<file path="src/rtl/uart_axis_pkg.sv">
// Shared types and helpers for the UART-to-AXI-Stream receive path.
package uart_axis_pkg;

    localparam int unsigned BYTE_W = 8;

    typedef enum logic [2:0] {
        ST_IDLE,
        ST_START,
        ST_DATA,
        ST_PARITY,
        ST_STOP,
        ST_BREAK
    } rx_state_e;

    // Parity bit the transmitter should have sent for this data byte.
    function automatic logic parity_bit(input logic [BYTE_W-1:0] data, input logic odd);
        return (^data) ^ odd;
    endfunction

endpackage

</file>
<file path="src/rtl/axis_sync_fifo.sv">
// Synchronous first-word-fall-through FIFO; writes to a full FIFO are dropped
// and flagged unless a read frees the slot in the same cycle.
module axis_sync_fifo #(
    parameter int unsigned WIDTH = 8,
    parameter int unsigned DEPTH = 4
) (
    input  logic                     clk_i,
    input  logic                     rst_ni,
    input  logic                     wr_valid_i,
    input  logic [WIDTH-1:0]         wr_data_i,
    input  logic                     rd_ready_i,
    output logic                     rd_valid_o,
    output logic [WIDTH-1:0]         rd_data_o,
    output logic [$clog2(DEPTH):0]   level_o,
    output logic                     overflow_o
);

    localparam int unsigned PTR_W = $clog2(DEPTH);
    localparam int unsigned LVL_W = PTR_W + 1;

    logic [WIDTH-1:0] mem_q [DEPTH];
    logic [PTR_W-1:0] wr_ptr_q, rd_ptr_q;
    logic [LVL_W-1:0] level_q;
    logic             overflow_q;
    logic             full, pop, push_ok;

    assign full    = (level_q == LVL_W'(DEPTH));
    assign pop     = rd_valid_o && rd_ready_i;
    assign push_ok = wr_valid_i && (!full || pop);

    always_ff @(posedge clk_i or negedge rst_ni) begin
        if (!rst_ni) begin
            for (int unsigned i = 0; i < DEPTH; i++) mem_q[i] <= '0;
            wr_ptr_q   <= '0;
            rd_ptr_q   <= '0;
            level_q    <= '0;
            overflow_q <= 1'b0;
        end else begin
            overflow_q <= wr_valid_i && full && !pop;
            if (push_ok) begin
                mem_q[wr_ptr_q] <= wr_data_i;
                wr_ptr_q        <= wr_ptr_q + 1'b1;
            end
            if (pop) rd_ptr_q <= rd_ptr_q + 1'b1;
            unique case ({push_ok, pop})
                2'b10:   level_q <= level_q + 1'b1;
                2'b01:   level_q <= level_q - 1'b1;
                default: level_q <= level_q;
            endcase
        end
    end

    assign rd_valid_o = (level_q != '0);
    assign rd_data_o  = rd_valid_o ? mem_q[rd_ptr_q] : '0;
    assign level_o    = level_q;
    assign overflow_o = overflow_q;

endmodule

</file>
<file path="src/rtl/uart_rx_axis_packer.sv">
// Oversampling UART receiver that packs accepted bytes little-endian into
// AXI4-Stream beats, flushing a partial beat after an idle-line timeout.
module uart_rx_axis_packer
    import uart_axis_pkg::*;
#(
    parameter int unsigned CLKS_PER_BIT      = 868,
    parameter int unsigned SYNC_STAGES       = 3,
    parameter int unsigned BYTES_PER_BEAT    = 4,
    parameter int unsigned PARITY_EN         = 0,
    parameter int unsigned PARITY_ODD        = 0,
    parameter int unsigned FIFO_DEPTH        = 4,
    parameter int unsigned IDLE_TIMEOUT_BITS = 20
) (
    input  logic                          M_AXIS_ACLK,
    input  logic                          M_AXIS_ARESETN,
    input  logic                          rx_din,
    input  logic                          M_AXIS_TREADY,
    output logic                          M_AXIS_TVALID,
    output logic [8*BYTES_PER_BEAT-1:0]   M_AXIS_TDATA,
    output logic [BYTES_PER_BEAT-1:0]     M_AXIS_TKEEP,
    output logic                          M_AXIS_TLAST,
    output logic                          frame_err,
    output logic                          parity_err,
    output logic                          overflow,
    output logic [$clog2(FIFO_DEPTH):0]   fifo_level
);

    localparam int unsigned DATA_W     = BYTE_W * BYTES_PER_BEAT;
    localparam int unsigned FIFO_W     = DATA_W + BYTES_PER_BEAT + 1;
    localparam int unsigned CNT_W      = $clog2(CLKS_PER_BIT);
    localparam int unsigned K_W        = $clog2(BYTES_PER_BEAT + 1);
    localparam int unsigned TO_MAX     = IDLE_TIMEOUT_BITS * CLKS_PER_BIT;
    localparam int unsigned TO_LIM     = (TO_MAX > 0) ? TO_MAX : 1;
    localparam int unsigned TO_W       = $clog2(TO_LIM + 1);
    localparam bit          TIMEOUT_EN = (IDLE_TIMEOUT_BITS != 0);

    logic [SYNC_STAGES-1:0] sync_q;
    logic                   rx_s, rx_prev_q, start_edge;

    always_ff @(posedge M_AXIS_ACLK or negedge M_AXIS_ARESETN) begin
        if (!M_AXIS_ARESETN) sync_q <= '1;
        else                 sync_q <= {sync_q[SYNC_STAGES-2:0], rx_din};
    end

    assign rx_s       = sync_q[SYNC_STAGES-1];
    assign start_edge = rx_prev_q && !rx_s;

    rx_state_e          state_q;
    logic [CNT_W-1:0]   cnt_q;
    logic [2:0]         bit_q;
    logic [BYTE_W-1:0]  shift_q, byte_q;
    logic               par_ok_q, byte_vld_q, frame_err_q, parity_err_q;

    always_ff @(posedge M_AXIS_ACLK or negedge M_AXIS_ARESETN) begin
        if (!M_AXIS_ARESETN) begin
            state_q      <= ST_IDLE;
            rx_prev_q    <= 1'b1;
            cnt_q        <= '0;
            bit_q        <= '0;
            shift_q      <= '0;
            byte_q       <= '0;
            par_ok_q     <= 1'b1;
            byte_vld_q   <= 1'b0;
            frame_err_q  <= 1'b0;
            parity_err_q <= 1'b0;
        end else begin
            rx_prev_q    <= rx_s;
            byte_vld_q   <= 1'b0;
            frame_err_q  <= 1'b0;
            parity_err_q <= 1'b0;
            case (state_q)
                ST_IDLE: begin
                    if (start_edge) begin
                        state_q <= ST_START;
                        cnt_q   <= '0;
                    end
                end
                ST_START: begin
                    if (cnt_q == CNT_W'(CLKS_PER_BIT / 2)) begin
                        cnt_q    <= '0;
                        bit_q    <= '0;
                        par_ok_q <= 1'b1;
                        state_q  <= rx_s ? ST_IDLE : ST_DATA;
                    end else begin
                        cnt_q <= cnt_q + 1'b1;
                    end
                end
                ST_DATA: begin
                    if (cnt_q == CNT_W'(CLKS_PER_BIT - 1)) begin
                        cnt_q   <= '0;
                        shift_q <= {rx_s, shift_q[BYTE_W-1:1]};
                        if (bit_q == 3'd7) begin
                            bit_q   <= '0;
                            state_q <= (PARITY_EN != 0) ? ST_PARITY : ST_STOP;
                        end else begin
                            bit_q <= bit_q + 3'd1;
                        end
                    end else begin
                        cnt_q <= cnt_q + 1'b1;
                    end
                end
                ST_PARITY: begin
                    if (cnt_q == CNT_W'(CLKS_PER_BIT - 1)) begin
                        cnt_q    <= '0;
                        par_ok_q <= (rx_s == parity_bit(shift_q, PARITY_ODD != 0));
                        state_q  <= ST_STOP;
                    end else begin
                        cnt_q <= cnt_q + 1'b1;
                    end
                end
                ST_STOP: begin
                    if (cnt_q == CNT_W'(CLKS_PER_BIT - 1)) begin
                        cnt_q <= '0;
                        if (rx_s && par_ok_q) begin
                            byte_q     <= shift_q;
                            byte_vld_q <= 1'b1;
                        end
                        frame_err_q  <= !rx_s;
                        parity_err_q <= !par_ok_q;
                        state_q      <= rx_s ? ST_IDLE : ST_BREAK;
                    end else begin
                        cnt_q <= cnt_q + 1'b1;
                    end
                end
                ST_BREAK: begin
                    if (rx_s) state_q <= ST_IDLE;
                end
                default: state_q <= ST_IDLE;
            endcase
        end
    end

    logic [TO_W-1:0]           to_q;
    logic [K_W-1:0]            k_q;
    logic [DATA_W-1:0]         lanes_q;
    logic                      push_q;
    logic [FIFO_W-1:0]         push_beat_q;
    logic [BYTES_PER_BEAT-1:0] keep_d;
    logic                      flush;

    always_comb begin
        keep_d = '0;
        for (int unsigned i = 0; i < BYTES_PER_BEAT; i++) keep_d[i] = (K_W'(i) < k_q);
    end

    // One-shot: fires only on the cycle the saturating counter reaches its limit.
    assign flush = TIMEOUT_EN && (state_q == ST_IDLE) && !start_edge &&
                   (to_q == TO_W'(TO_LIM - 1)) && (k_q != '0);

    always_ff @(posedge M_AXIS_ACLK or negedge M_AXIS_ARESETN) begin
        if (!M_AXIS_ARESETN) begin
            to_q        <= '0;
            k_q         <= '0;
            lanes_q     <= '0;
            push_q      <= 1'b0;
            push_beat_q <= '0;
        end else begin
            push_q <= 1'b0;
            if (start_edge)
                to_q <= '0;
            else if (state_q == ST_IDLE && to_q != TO_W'(TO_LIM))
                to_q <= to_q + 1'b1;

            if (byte_vld_q) begin
                for (int unsigned i = 0; i < BYTES_PER_BEAT; i++)
                    if (k_q == K_W'(i)) lanes_q[BYTE_W*i +: BYTE_W] <= byte_q;
                k_q <= k_q + 1'b1;
            end else if (k_q == K_W'(BYTES_PER_BEAT)) begin
                push_q      <= 1'b1;
                push_beat_q <= {1'b0, {BYTES_PER_BEAT{1'b1}}, lanes_q};
                k_q         <= '0;
                lanes_q     <= '0;
            end else if (flush) begin
                push_q      <= 1'b1;
                push_beat_q <= {1'b1, keep_d, lanes_q};
                k_q         <= '0;
                lanes_q     <= '0;
            end
        end
    end

    logic [FIFO_W-1:0] fifo_out;

    axis_sync_fifo #(
        .WIDTH (FIFO_W),
        .DEPTH (FIFO_DEPTH)
    ) u_fifo (
        .clk_i      (M_AXIS_ACLK),
        .rst_ni     (M_AXIS_ARESETN),
        .wr_valid_i (push_q),
        .wr_data_i  (push_beat_q),
        .rd_ready_i (M_AXIS_TREADY),
        .rd_valid_o (M_AXIS_TVALID),
        .rd_data_o  (fifo_out),
        .level_o    (fifo_level),
        .overflow_o (overflow)
    );

    assign M_AXIS_TDATA = fifo_out[DATA_W-1:0];
    assign M_AXIS_TKEEP = fifo_out[DATA_W +: BYTES_PER_BEAT];
    assign M_AXIS_TLAST = fifo_out[FIFO_W-1];
    assign frame_err    = frame_err_q;
    assign parity_err   = parity_err_q;

endmodule

</file>
<file path="config.mk">
export PLATFORM = sky130hd
export DESIGN_NAME = uart_rx_axis_packer
export DESIGN_NICKNAME = d
export VERILOG_FILES = /design/src/rtl/uart_axis_pkg.sv /design/src/rtl/axis_sync_fifo.sv /design/src/rtl/uart_rx_axis_packer.sv
export SDC_FILE = /design/constraint.sdc
export NUM_CORES = 1
export LEC_CHECK = 0
export BUFFER_PORTS_ARGS = -buffer_cell sky130_fd_sc_hd__buf_2
export CAP_MARGIN = 15
export CORE_MARGIN = 2
export CORE_UTILIZATION = 50
export CTS_CLUSTER_DIAMETER = 200
export CTS_CLUSTER_SIZE = 40
export DETAILED_ROUTE_END_ITERATION = 8
export GPL_TIMING_DRIVEN = 0
export PLACE_DENSITY_LB_ADDON = 0.2
export SYNTH_ARGS = -nofsm -noshare
export SYNTH_HDL_FRONTEND = slang
export SYNTH_SLANG_ARGS = --single-unit
</file>
<file path="constraint.sdc">
create_clock -name M_AXIS_ACLK -period 2.6 [get_ports M_AXIS_ACLK]
set_input_delay 0 -clock M_AXIS_ACLK [delete_from_list [all_inputs] [get_ports M_AXIS_ACLK]]
set_output_delay 0 -clock M_AXIS_ACLK [all_outputs]
set_load 0.005 [all_outputs]
</file>
Word level (Yosys, flattened, before mapping)
Index checks and enable logic that the tools add are counted.

Reductions and logical operators: 41. Eq/ne operators: 29. Muxes and demuxes: 53. Div/mod/pow operators: 0. Shift operators: 0. $mul: 0. Bitwise operators: 3. $lt $le $gt $ge: 7. Add/subtract/negate cells: 8.

Operator list (number): 2-to-1 mux 37 bit (6); bitwise mux 148 bit (1); 2-to-1 mux 32 bit (3); binary-select mux 37 bit (select 2 bit) (1); demux 37 bit (select 2 bit) (1); 2-to-1 mux 3 bit (14); 2-to-1 mux 8 bit (4); 2-to-1 mux 10 bit (3); 2-to-1 mux 15 bit (2); one-hot mux 10 bit (3 select lines) (1); one-hot mux 3 bit (6 select lines) (1); adder 15 x 1 -> 15 bit (second input constant) (1); equality test 15 bit (second input constant) (1); equality test 3 bit (second input constant) (5); != test 15 bit (second input constant) (1); != test 2 bit (second input constant) (7); AND reduction 2 bit (7); equality test 3 x 2 -> 1 bit (second input constant) (4); 2-to-1 mux 1 bit (12); one-hot mux 3 bit (2 select lines) (2); nonzero test 3 bit (4); logical AND 1 bit (11); adder 10 x 1 -> 10 bit (second input constant) (1); equality test 10 bit (second input constant) (1); other kinds (25) (47).

Logic and storage cells: 168. Latch bits: 0. Output and inout port bits: 44. Bits in writable memories: 0. Bits in read-only memories: 0. Memories kept: 0. Bits in registers: 284.

Depth between registers and ports, before layout
Gate-level depths: netlist of the first run.

Word-level depth: 9. Mapped depth: 10. Mapped depth without buffers: 9.

Modules after synthesis
A second synthesis of the first run with hierarchy kept.

Cells, all modules: 945. Area total of the unflattened synthesis: 12917.4 µm².

By module, submodules not included: axis_sync_fifo (seq. area each 3903.7 µm², instances 1, area each 7098.1 µm², cells each 436); uart_rx_axis_packer (seq. area each 3209.3 µm², instances 1, area each 5819.3 µm², cells each 509).

Worst setup path before layout of the first run
OpenSTA, ideal clock, no wires.

Path kind: reg2reg. Start point: register state_q[1]. End point: register push_beat_q[10]. Library setup time: 125 ps. Data required time: 2475 ps. Clock period less this slack: 2290 ps. Arrival: 2166 ps. Stages on the path, launching flop included: 10. Path slack: 310 ps. Cells stage by stage: dfrtp_1 -> buf_2 -> nor3_2 -> and4_1 -> a32o_1 -> buf_4 -> and2_1 -> buf_6 -> buf_6 -> mux2_2.

Longest elaborated chain between the ends: 6.

RTL lines: start, declared (RTL line uart_rx_axis_packer.sv:48) `rx_state_e state_q;`; start signal, assigned (RTL line uart_rx_axis_packer.sv:83) `state_q <= rx_s ? ST_IDLE : ST_DATA;`; start signal, assigned (RTL line uart_rx_axis_packer.sv:94) `state_q <= (PARITY_EN != 0) ? ST_PARITY : ST_STOP;`; start signal, assigned (RTL line uart_rx_axis_packer.sv:120) `state_q <= rx_s ? ST_IDLE : ST_BREAK;`; zero test 3 bit (RTL line uart_rx_axis_packer.sv:147) `assign flush = TIMEOUT_EN && (state_q == ST_IDLE) && !start_edge &&`; logical AND 1 bit (2 in a row) (RTL line uart_rx_axis_packer.sv:147); logical AND 1 bit (RTL line uart_rx_axis_packer.sv:148) `(to_q == TO_W'(TO_LIM - 1)) && (k_q != '0);`; nonzero test 2 bit (no source line); AND reduction 2 bit (no source line); end signal, assigned (RTL line uart_rx_axis_packer.sv:170) `push_beat_q <= {1'b0, {BYTES_PER_BEAT{1'b1}}, lanes_q};`; end signal, assigned (RTL line uart_rx_axis_packer.sv:175) `push_beat_q <= {1'b1, keep_d, lanes_q};`; end, declared (RTL line uart_rx_axis_packer.sv:137) `logic [FIFO_W-1:0] push_beat_q;`.

Every way passes these cells. A chain may end at the register's enable or synchronous reset.

Worst setup path in the final report of the first run
Start point: register u_fifo.level_q[0], in the netlist u_fifo.level_o[0]. End point: register u_fifo.mem_q[85] (netlist name).

Longest elaborated chain between the ends: 4. Elaborated cells between the ends (all ways): 6.

RTL lines: start, declared (RTL line axis_sync_fifo.sv:23) `logic [LVL_W-1:0] level_q;`; start signal, assigned (RTL line axis_sync_fifo.sv:46) `2'b10: level_q <= level_q + 1'b1;`; start signal, assigned (RTL line axis_sync_fifo.sv:47) `2'b01: level_q <= level_q - 1'b1;`; start signal, assigned (RTL line axis_sync_fifo.sv:48) `default: level_q <= level_q;`; equality test 3 bit / nonzero test 3 bit (equally long branches) (RTL line axis_sync_fifo.sv:27, axis_sync_fifo.sv:53); zero test 1 bit / logical AND 1 bit (equally long branches) (RTL line axis_sync_fifo.sv:29, axis_sync_fifo.sv:28); logical OR 1 bit (*) (RTL line axis_sync_fifo.sv:29) `assign push_ok = wr_valid_i && (!full || pop);`; logical AND 1 bit (*) (RTL line axis_sync_fifo.sv:29); end signal, assigned by index (RTL line axis_sync_fifo.sv:41) `mem_q[wr_ptr_q] <= wr_data_i;`; end, declared (RTL line axis_sync_fifo.sv:21) `logic [WIDTH-1:0] mem_q [DEPTH];`.

Every way passes the cells marked *; elsewhere a longest branch is shown, timed or not.

==> results by group, run 1 <==
Run status
  • Status: completed

Routing
  • Routed length on met1: roughly 12 mm
  • Wirelength per Cell: approximately 19 um
  • Final wirelength: between 20 and 25 mm
  • Max Used Layer: met4
  • Met3 WL: 664 um
  • Remaining antenna violation count: 0
  • Vias per inst: about 5.6
  • DR WL met2: between 10 and 15 mm
  • Detailed Routing Iterations Pass 1: 5
  • Initial DRC Count: 459
  • DR vias: between 7000 and 8000
  • Remaining DRCs: 0

Logic synthesis
  • Ys Warns: 0
  • Post-synth EDFFs: 0
  • Net Count, Synth: between 900 and 1000
  • Cell area after synthesis: around 13000 um^2
  • Synth Flop Type: dfrtp_1
  • Mapped Cells: roughly 920
  • Syn_area_per_cell: between 10 and 15 um^2
  • Seq/Total Area, Yosys: 0.555
  • Seq cells post-synth: around 280
  • Yosys cell types: between 50 and 60
  • Async set-or-reset flop fraction in the synthesized netlist: 1.00

Timing
  • Worst-Margin Slew: around 0.70 ns
  • Fin. max-slew vios: 0
  • Post-route setup slack: 0.112 ns
  • Slew headroom: 0.536
  • RSZ-0062 raised after global routing: true
  • Hold_ws: roughly 0.034 ns
  • Min cycle time layout: 2.49 ns
  • Setup violations, final: 0
  • Hold Fails Final Rpt: 0
  • Setup Skew: 0.0616 ns
  • Final period util: 0.957
  • Max Fclk: 402 MHz

Layout
  • Final core occ: 0.555
  • Share of layout cells above drive strength 1: 0.352
  • Nets@finish: between 1000 and 1500
  • Number of diodes: 0
  • Layout area overhead: 8.97%
  • Finished Cell Area: about 14000 um^2

Global routing
  • Vias in the first global route: around 7600
  • First-pass GRT wire length: 41.5 mm
  • Largest net degree at the start of global routing: around 110
  • Initial antenna violation count: 0
  • GRT Util Overall: 0.194
  • Remaining Overflow, GRT: 0

Pwr
  • Cell area power density: 533 nW/um^2
  • Cell leakage power: just under 7 nW
  • Max VDD drop: roughly 0.00046 V

Setup path
  • R2R Path End: u_fifo.mem_q[85]$_DFFE_PN0P_
  • CP max-delay cell: nand2_1
  • Critical Path, Cell by Cell: nor4b_1 -> nor2b_1 -> clkbuf_1 -> nand2_1 -> clkbuf_2 -> mux2_2
  • CP startpoint: u_fifo.level_o[0]$_DFFE_PN0P_
  • CP arrival: roughly 2.9 ns
  • R2r setup slk: 0.11 ns
  • Slowest Stage Delay on Critical Path: roughly 0.47 ns
  • Max FO, Critical Path: 10
  • Reg2reg path depth: 6
  • CP endpoint kind: register
  • Reg-to-reg startpoint: u_fifo.level_o[0]$_DFFE_PN0P_
  • CP Class: reg -> reg
  • Worst path required time: 2.99 ns
  • Worst setup SP type: register

Placement
  • Routability congestion estimate: between 0.8 and 0.9
  • Place WS: -0.133 ns
  • Placed cell area: about 14000 um^2
  • Port Buf Inserts: 47
  • Post-DP HPWL: between 15 and 20 mm

Floorplan
  • Total Die Area: approximately 27000 um^2
  • Die width: about 160 um
  • Initial core utilization: 0.509
  • Core outline area: 25200 um^2
  • I/O Pins: 48
  • Die height: approximately 160 um
  • Site Rows: 58

Clock tree
  • Max H-tree Level: 1
  • Later-pin clock latency in the skew report: roughly 0.5 ns
  • CTS tree: yes
  • Max Root-Sink Buffers: 3
  • Clk pin slew, worst setup/hold paths: 0.14 ns
  • Sink Count: 284
  • CTS root buf: clkbuf_16
  • TritonCTS Buffers: 11

Flow run
  • Max_cap viols: 0

Worst hold path
  • Hold Path Class: in -> async
==> registers in the layout, indices dropped and copies added (netlist names), 2 cells and up <==
name             cells
u_fifo.wr_ptr_q      2
u_fifo.level_o       3
u_fifo.mem_q       148
u_fifo.rd_ptr_q      2
byte_q               8
k_q                  3
shift_q              8
to_q                15
push_beat_q         37
bit_q                3
state_q              3
sync_q               3
cnt_q               10
lanes_q             32
==> per-stage QoR <==
stage               total power, mW  cells  TNS [ns]
floorplan                      5.07    921         0
global placement               5.29   1298  -1086.98
detailed placement             5.32   1301    -10.55
CTS                            7.49   1320     -2.29
global route                   7.80   1323    -11.49
finish                         7.44   1323         0
==> power by group <==
part	switching, mW	internal (mW)	total [mW]
registers	0.0796	4.48	4.56
clock network	1.34	0.814	2.15
logic	0.465	0.267	0.731
==> final cells by class <==
type	instances	area, um^2
Multi-Input combinational cell	575	5440
Clock inverter	1	30.0
Timing Repair Buffer	57	368
Inverter	16	60.1
Sequential cell	284	7110
Tap cell	330	413
Fill cell	2078	11200
Clock buffer	14	287
Buffer	46	260
==> kinds of logic after synthesis <==
logic type	share of synthesized area
simple gates	0.0788
compound gates	0.0445
buf+inv	0.0223
mux	0.265
xor+xnor	0.0191
flops	0.555
fa+ha+maj	0.0152
==> cell usage in the layout, fill, tap and decap left out, drive strengths merged, types with 5 or more instances in the layout <==
cell,synthesis,layout
a21o,5,5
a21oi,12,12
a22o,5,5
and2,41,41
and3,8,8
buf,14,64
clkbuf,32,48
dfrtp,279,279
dfstp,5,5
ha,14,14
inv,15,15
mux2,203,203
mux2i,25,25
mux4,37,37
nand2,42,42
nand2b,5,5
nand3,13,13
nand4,6,6
nor2,28,28
nor3,10,10
nor4,7,7
o21ai,19,19
o2bb2ai,24,24
or2,5,5
or3,5,5
xnor2,17,17
xor2,11,11
==> synth_stat cells (2+ instances only) <==
library cell / instances / area share
a21o_1: 5 / 0.0029
a21oi_1: 12 / 0.0047
a22o_1: 5 / 0.0034
a31oi_1: 4 / 0.0020
and2_1: 41 / 0.020
and3_1: 8 / 0.0039
and4_1: 2 / 0.0014
buf_1: 4 / 0.0012
buf_2: 3 / 0.0012
buf_6: 6 / 0.0053
clkbuf_1: 32 / 0.0094
dfrtp_1: 279 / 0.54
dfstp_2: 5 / 0.010
ha_1: 14 / 0.014
inv_1: 15 / 0.0044
mux2_1: 2 / 0.0018
mux2_2: 193 / 0.17
mux2_4: 8 / 0.0094
mux2i_1: 25 / 0.020
mux4_2: 37 / 0.065
nand2_1: 42 / 0.012
nand2b_1: 5 / 0.0024
nand3_1: 13 / 0.0051
nand3b_1: 2 / 0.0012
nand4_1: 6 / 0.0029
nor2_1: 28 / 0.0082
nor2b_1: 3 / 0.0015
nor3_1: 8 / 0.0031
nor3b_1: 2 / 0.0012
nor4_1: 7 / 0.0034
nor4b_1: 3 / 0.0021
o21ai_0: 18 / 0.0070
o2bb2ai_1: 24 / 0.016
o31ai_1: 3 / 0.0018
or2_2: 5 / 0.0024
or3_1: 4 / 0.0020
or4_1: 2 / 0.0012
xnor2_1: 17 / 0.012
xor2_1: 11 / 0.0075
==> worst max-delay path by stage <==
| stage | depth (start not counted) | endpoint | slack [ns] |
|---|---|---|---|
| 6_report | 6 | u_fifo.mem_q[85]$_DFFE_PN0P_ | 0.11 |
| 5_1_grt | 6 | u_fifo.mem_q[49]$_DFFE_PN0P_ | -0.12 |
| 4_1_cts | 6 | u_fifo.mem_q[85]$_DFFE_PN0P_ | -0.13 |
| 3_5_place_dp | 6 | u_fifo.mem_q[108]$_DFFE_PN0P_ | -0.13 |
| 3_3_place_gp | 1 | u_fifo.mem_q[82]$_DFFE_PN0P_ | -3.86 |
| 2_1_floorplan | 9 | push_beat_q[10]$_DFFE_PN0P_ | 0.31 |
==> critical path: cells and delay by family (launching register included) <==
kind | cells | cell delay [ns]
AND/OR/NAND/NOR | 3 | 0.90
buffers and inverters | 2 | 0.62
multiplexers | 1 | 0.39
flip-flops | 1 | 0.46
==> routing by layer <==
metal / vias to the layer above / global-route usage
met3: 15 / 0.0197
li1: 3457 / -
met1: 3879 / 0.287
met2: 85 / 0.320
met4: 0 / 0.0299
met5: - / 0
==> what timing repair did <==
item                                    CTS  global route
endpoints found under the hold margin    76             0
resized for setup                        22            12
endpoints found under the setup margin  185           199
buffers inserted                          0             3
hold buffers                              4             0
pin swaps                                 0             1
Power figures use the tool's default switching activity.
==> run 2, diff against run 1 <==
--- a/config.mk
+++ b/config.mk
@@ -16,4 +16,5 @@
 export PLACE_DENSITY_LB_ADDON = 0.2
 export SYNTH_ARGS = -nofsm -noshare
 export SYNTH_HDL_FRONTEND = slang
+export SYNTH_HIERARCHICAL = 1
 export SYNTH_SLANG_ARGS = --single-unit
==> run 2 against run 1 <==
Effect of this change:
- sequential power rose by 2%
- synthesized cell count is 2.6% higher
- wire length grew 1.3%
- first-iteration DRC count up 4.1%
- hold slack improved by 0.035 ns
- clock skew is 0.00099 ns higher
- combinational power increased by 120%
- critical path depth up 4
- register-to-register slack better by 0.04 ns
- critical endpoint is now push_beat_q[30]$_DFFE_PN0P_
==> results by group, run 2 <==
Timing
  • Max Fclk: 408 MHz (+1.6%)
  • Setup Skew: 0.0626 ns (+0.000988 ns)
  • RSZ-0062 raised after global routing: false
  • Post-route setup slack: 0.150 ns (+0.0385 ns)
  • Min cycle time layout: 2.45 ns (-0.0385 ns)
  • Worst-Margin Slew: 0.832 ns (+0.136 ns)
  • Hold Fails Final Rpt: 0 (unchanged)
  • Slew headroom: 0.440 (-0.0956)
  • Setup violations, final: 0 (unchanged)
  • Final period util: 0.942 (-0.0148)
  • Fin. max-slew vios: 0 (unchanged)

Setup path
  • Worst path required time: 2.99 ns (about the same)
  • Slowest Stage Delay on Critical Path: 0.45 ns (-0.02 ns)
  • Cell family with most CP delay: buffers and inverters
  • Critical Path, Cell by Cell: inv_1 -> ha_1 -> nor2_1 -> nand3_1 -> o41ai_4 -> buf_4 -> and2_4 -> buf_8 -> buf_6 -> mux2_1
  • Max FO, Critical Path: 10 (unchanged)
  • Worst setup SP type: register
  • CP Class: reg -> reg
  • CP arrival: 2.84 ns (-0.04 ns)
  • Bufs and invs on worst path: 4 (+2)
  • CP max-delay cell: dfrtp_2
  • CP endpoint kind: register

Floorplan
  • Die width: 165 um (+0.37%)
  • Initial core utilization: 0.511 (+0.00245)
  • I/O Pins: 48 (unchanged)
  • Die height: 165 um (+0.37%)
  • Site Rows: 58 (unchanged)
  • Core outline area: 25300 um^2 (+0.29%)
  • Total Die Area: 27100 um^2 (+0.75%)

Logic synthesis
  • Most frequent cells after synthesis: dfrtp_1 (279), mux2_2 (168), nand2_1 (87), and2_1 (44), o21ai_0 (43)
  • Compound-gate portion of the synthesized area: 0.0354 (-0.00916)
  • Seq/Total Area, Yosys: 0.551 (-0.00425)
  • Post-Synth XOR/XNOR Area: 0.0190 (-0.000146)
  • Top-count cell post-synth: dfrtp_1
  • Mux contribution to synthesized area: 0.252 (-0.0137)
  • Synth Flop Type: dfrtp_1
  • Yosys cell types: 60 (+5.3%)
  • Post-synth EDFFs: 0 (unchanged)
  • Net Count, Synth: 964 (+2.6%)
  • Synth top area share: 0.540 (-0.00417)
  • Mapped Cells: 945 (+2.6%)
  • Post-synthesis adder-cell area fraction: 0.0151 (-0.000117)
  • Syn_area_per_cell: 13.7 um^2 (-1.8%)
  • Post-synth top area cell: dfrtp_1
  • Synth Area in Simple Gates: 0.0977 (+0.0190)
  • Seq cells post-synth: 284 (unchanged)
  • Async set-or-reset flop fraction in the synthesized netlist: 1.00 (unchanged)
  • Largest family of logic cells by synthesized area: multiplexers
  • Synth area leaders: dfrtp_1 (54%), mux2_2 (15%), mux4_2 (6.5%)
  • Cell area after synthesis: 12900 um^2 (+0.77%)
  • Ys Warns: 6 (+6)

Routing
  • DR vias: 7367 (-0.93%)
  • Wirelength per Cell: 18.7 um (about the same)
  • Detailed Routing Iterations Pass 1: 4 (-1)
  • Remaining antenna violation count: 0 (unchanged)
  • Vias per inst: 5.49 (-2.3%)
  • Remaining DRCs: 0 (unchanged)
  • Final wirelength: 25.0 mm (+1.3%)
  • Initial DRC Count: 478 (+4.1%)

Global routing
  • Initial antenna violation count: 0 (unchanged)
  • Vias in the first global route: 7653 (+0.68%)
  • GRT Util Overall: 0.196 (+0.00152)
  • Largest net degree at the start of global routing: 122 (+14%)
  • First-pass GRT wire length: 41.8 mm (+0.87%)
  • Remaining Overflow, GRT: 0 (unchanged)

Layout
  • Number of flip-flops under the largest register name: 148 (unchanged)
  • FF/Latch Area: 7110 um^2 (unchanged)
  • Regs by FF count: u_fifo/mem_q: 148 flops, push_beat_q: 37 flops, lanes_q: 32 flops
  • Commonest non-fill, non-tap cell in the layout: dfrtp_1
  • Most frequent cells in the layout: dfrtp_1 (278), mux2_2 (168), nand2_1 (87), buf_2 (55), and2_1 (44)
  • Reg with most FFs: u_fifo/mem_q
  • Layout area overhead: 8.37%
  • Area taken by multi-input logic gates: 5430 um^2 (-0.21%)
  • Number of diodes: 0 (unchanged)
  • Final core occ: 0.554 (about the same)
  • Filler cells: 2125 (+2.3%)
  • Nets@finish: 1030 (+2.0%)
  • Share of layout cells above drive strength 1: 0.347 (-0.00529)

Clock tree
  • TritonCTS Buffers: 11 (unchanged)
  • Max Root-Sink Buffers: 3 (unchanged)
  • Sink Count: 284 (unchanged)
  • CTS tree: yes
  • Max H-tree Level: 1 (unchanged)
  • CTS root buf: clkbuf_16
  • Clk pin slew, worst setup/hold paths: 0.14 ns (about the same)
  • Later-pin clock latency in the skew report: 0.49 ns (about the same)

Placement
  • Port Buf Inserts: 47 (unchanged)
  • Place WS: -0.0438 ns (+0.0887 ns)
  • Routability congestion estimate: 0.819 (+1.3%)
  • Post-DP HPWL: 16.6 mm (+1.2%)

Run status
  • Status: completed

Flow run
  • Max_cap viols: 0 (unchanged)

Worst hold path
  • Hold Path Class: in -> async

Pwr
  • Max VDD drop: 0.000492 V (+7.6%)
  • Cell area power density: 599 nW/um^2 (+12%)
  • Pwr Total: 8.38 mW (+13%)
  • Cell leakage power: 6.79 nW (-1.4%)
==> run 2: worst register-to-register path: stages, from the launching register on <==
cell	delay (ns)
dfrtp_2	0.45
inv_1	0.11
ha_1	0.28
nor2_1	0.11
nand3_1	0.12
o41ai_4	0.33
buf_4	0.19
and2_4	0.15
buf_8	0.13
buf_6	0.15
mux2_1	0.33
==> run 2: path summary, 6_finish.rpt <==
| check | start | to | slack [ns] | cells after the start |
|---|---|---|---|---|
| hold / removal | M_AXIS_ARESETN | u_fifo/mem_q[130]$_DFFE_PN0P_ | 0.07 | 2 |
| setup reg to reg | k_q[0]$_DFFE_PN0P_ | push_beat_q[30]$_DFFE_PN0P_ | 0.15 | 10 |
| max in group asynchronous | M_AXIS_ARESETN | u_fifo/mem_q[100]$_DFFE_PN0P_ | 1.09 | 4 |
| min in group M_AXIS_ACLK | rx_din | sync_q[0]$_DFF_PN1_ | 0.21 | 2 |
| hold reg to reg | sync_q[1]$_DFF_PN1_ | sync_q[2]$_DFF_PN1_ | 0.36 | 0 |
| setup / recovery | k_q[0]$_DFFE_PN0P_ | push_beat_q[30]$_DFFE_PN0P_ | 0.15 | 10 |
==> run 2: timing repair <==
| action | in CTS | in global routing |
|---|---|---|
| pin swaps | 0 | 1 |
| gates resized for setup | 2 | 4 |
| endpoints found under the setup margin | 11 | 38 |
| setup buffers | 0 | 1 |
| endpoints found under the hold margin | 86 | 0 |
| hold buffers | 3 | 0 |
==> run 2: cell type report <==
class / instances / area share
flip-flops and latches: 284 / 0.508
multi-input cells: 602 / 0.388
well taps: 330 / 0.0295
repair buffers: 54 / 0.0245
plain buffers: 43 / 0.0241
clock buffers: 12 / 0.0199
inverters: 15 / 0.00402
clock inverters: 1 / 0.00215
==> run 2: logic make-up (layout without fill, tap and decap cells) <==
family          Yosys count  count (layout)
compound gates           75              75
xor+xnor                 28              28
fa+ha+maj                15              15
buf+inv                  59             125
flops                   284             284
mux                     242             242
simple gates            242             242
==> run 2: metrics by stage <==
| step | cell area, um^2 | TNS [ns] | hold slack (ns) | std cells |
|---|---|---|---|---|
| after floorplan | 12900 | 0 | -0.296 | 945 |
| after global placement | 13600 | -1074.63 | 0.107 | 1322 |
| after detailed placement | 13600 | -0.950 | 0.0423 | 1324 |
| after CTS | 14000 | 0 | 0.0992 | 1339 |
| after global routing | 14000 | 0 | 0.140 | 1341 |
| final | 14000 | 0 | 0.0690 | 1341 |
==> run 2: power breakdown <==
part	switching (mW)	leakage [nW]	internal [mW]
Combinational	1.00	2.72	0.593
Sequential	0.130	3.93	4.53
Clock	1.33	0.148	0.802
Total	2.46	6.79	5.92
==> run 2: routing by layer <==
metal / vias to the layer above / global-route usage / routed length [um]
met5: - / 0 / 0
met4: 0 / 0.0332 / 365
met3: 17 / 0.0181 / 534
met2: 78 / 0.326 / 11900
met1: 3811 / 0.287 / 12200
li1: 3461 / - / -
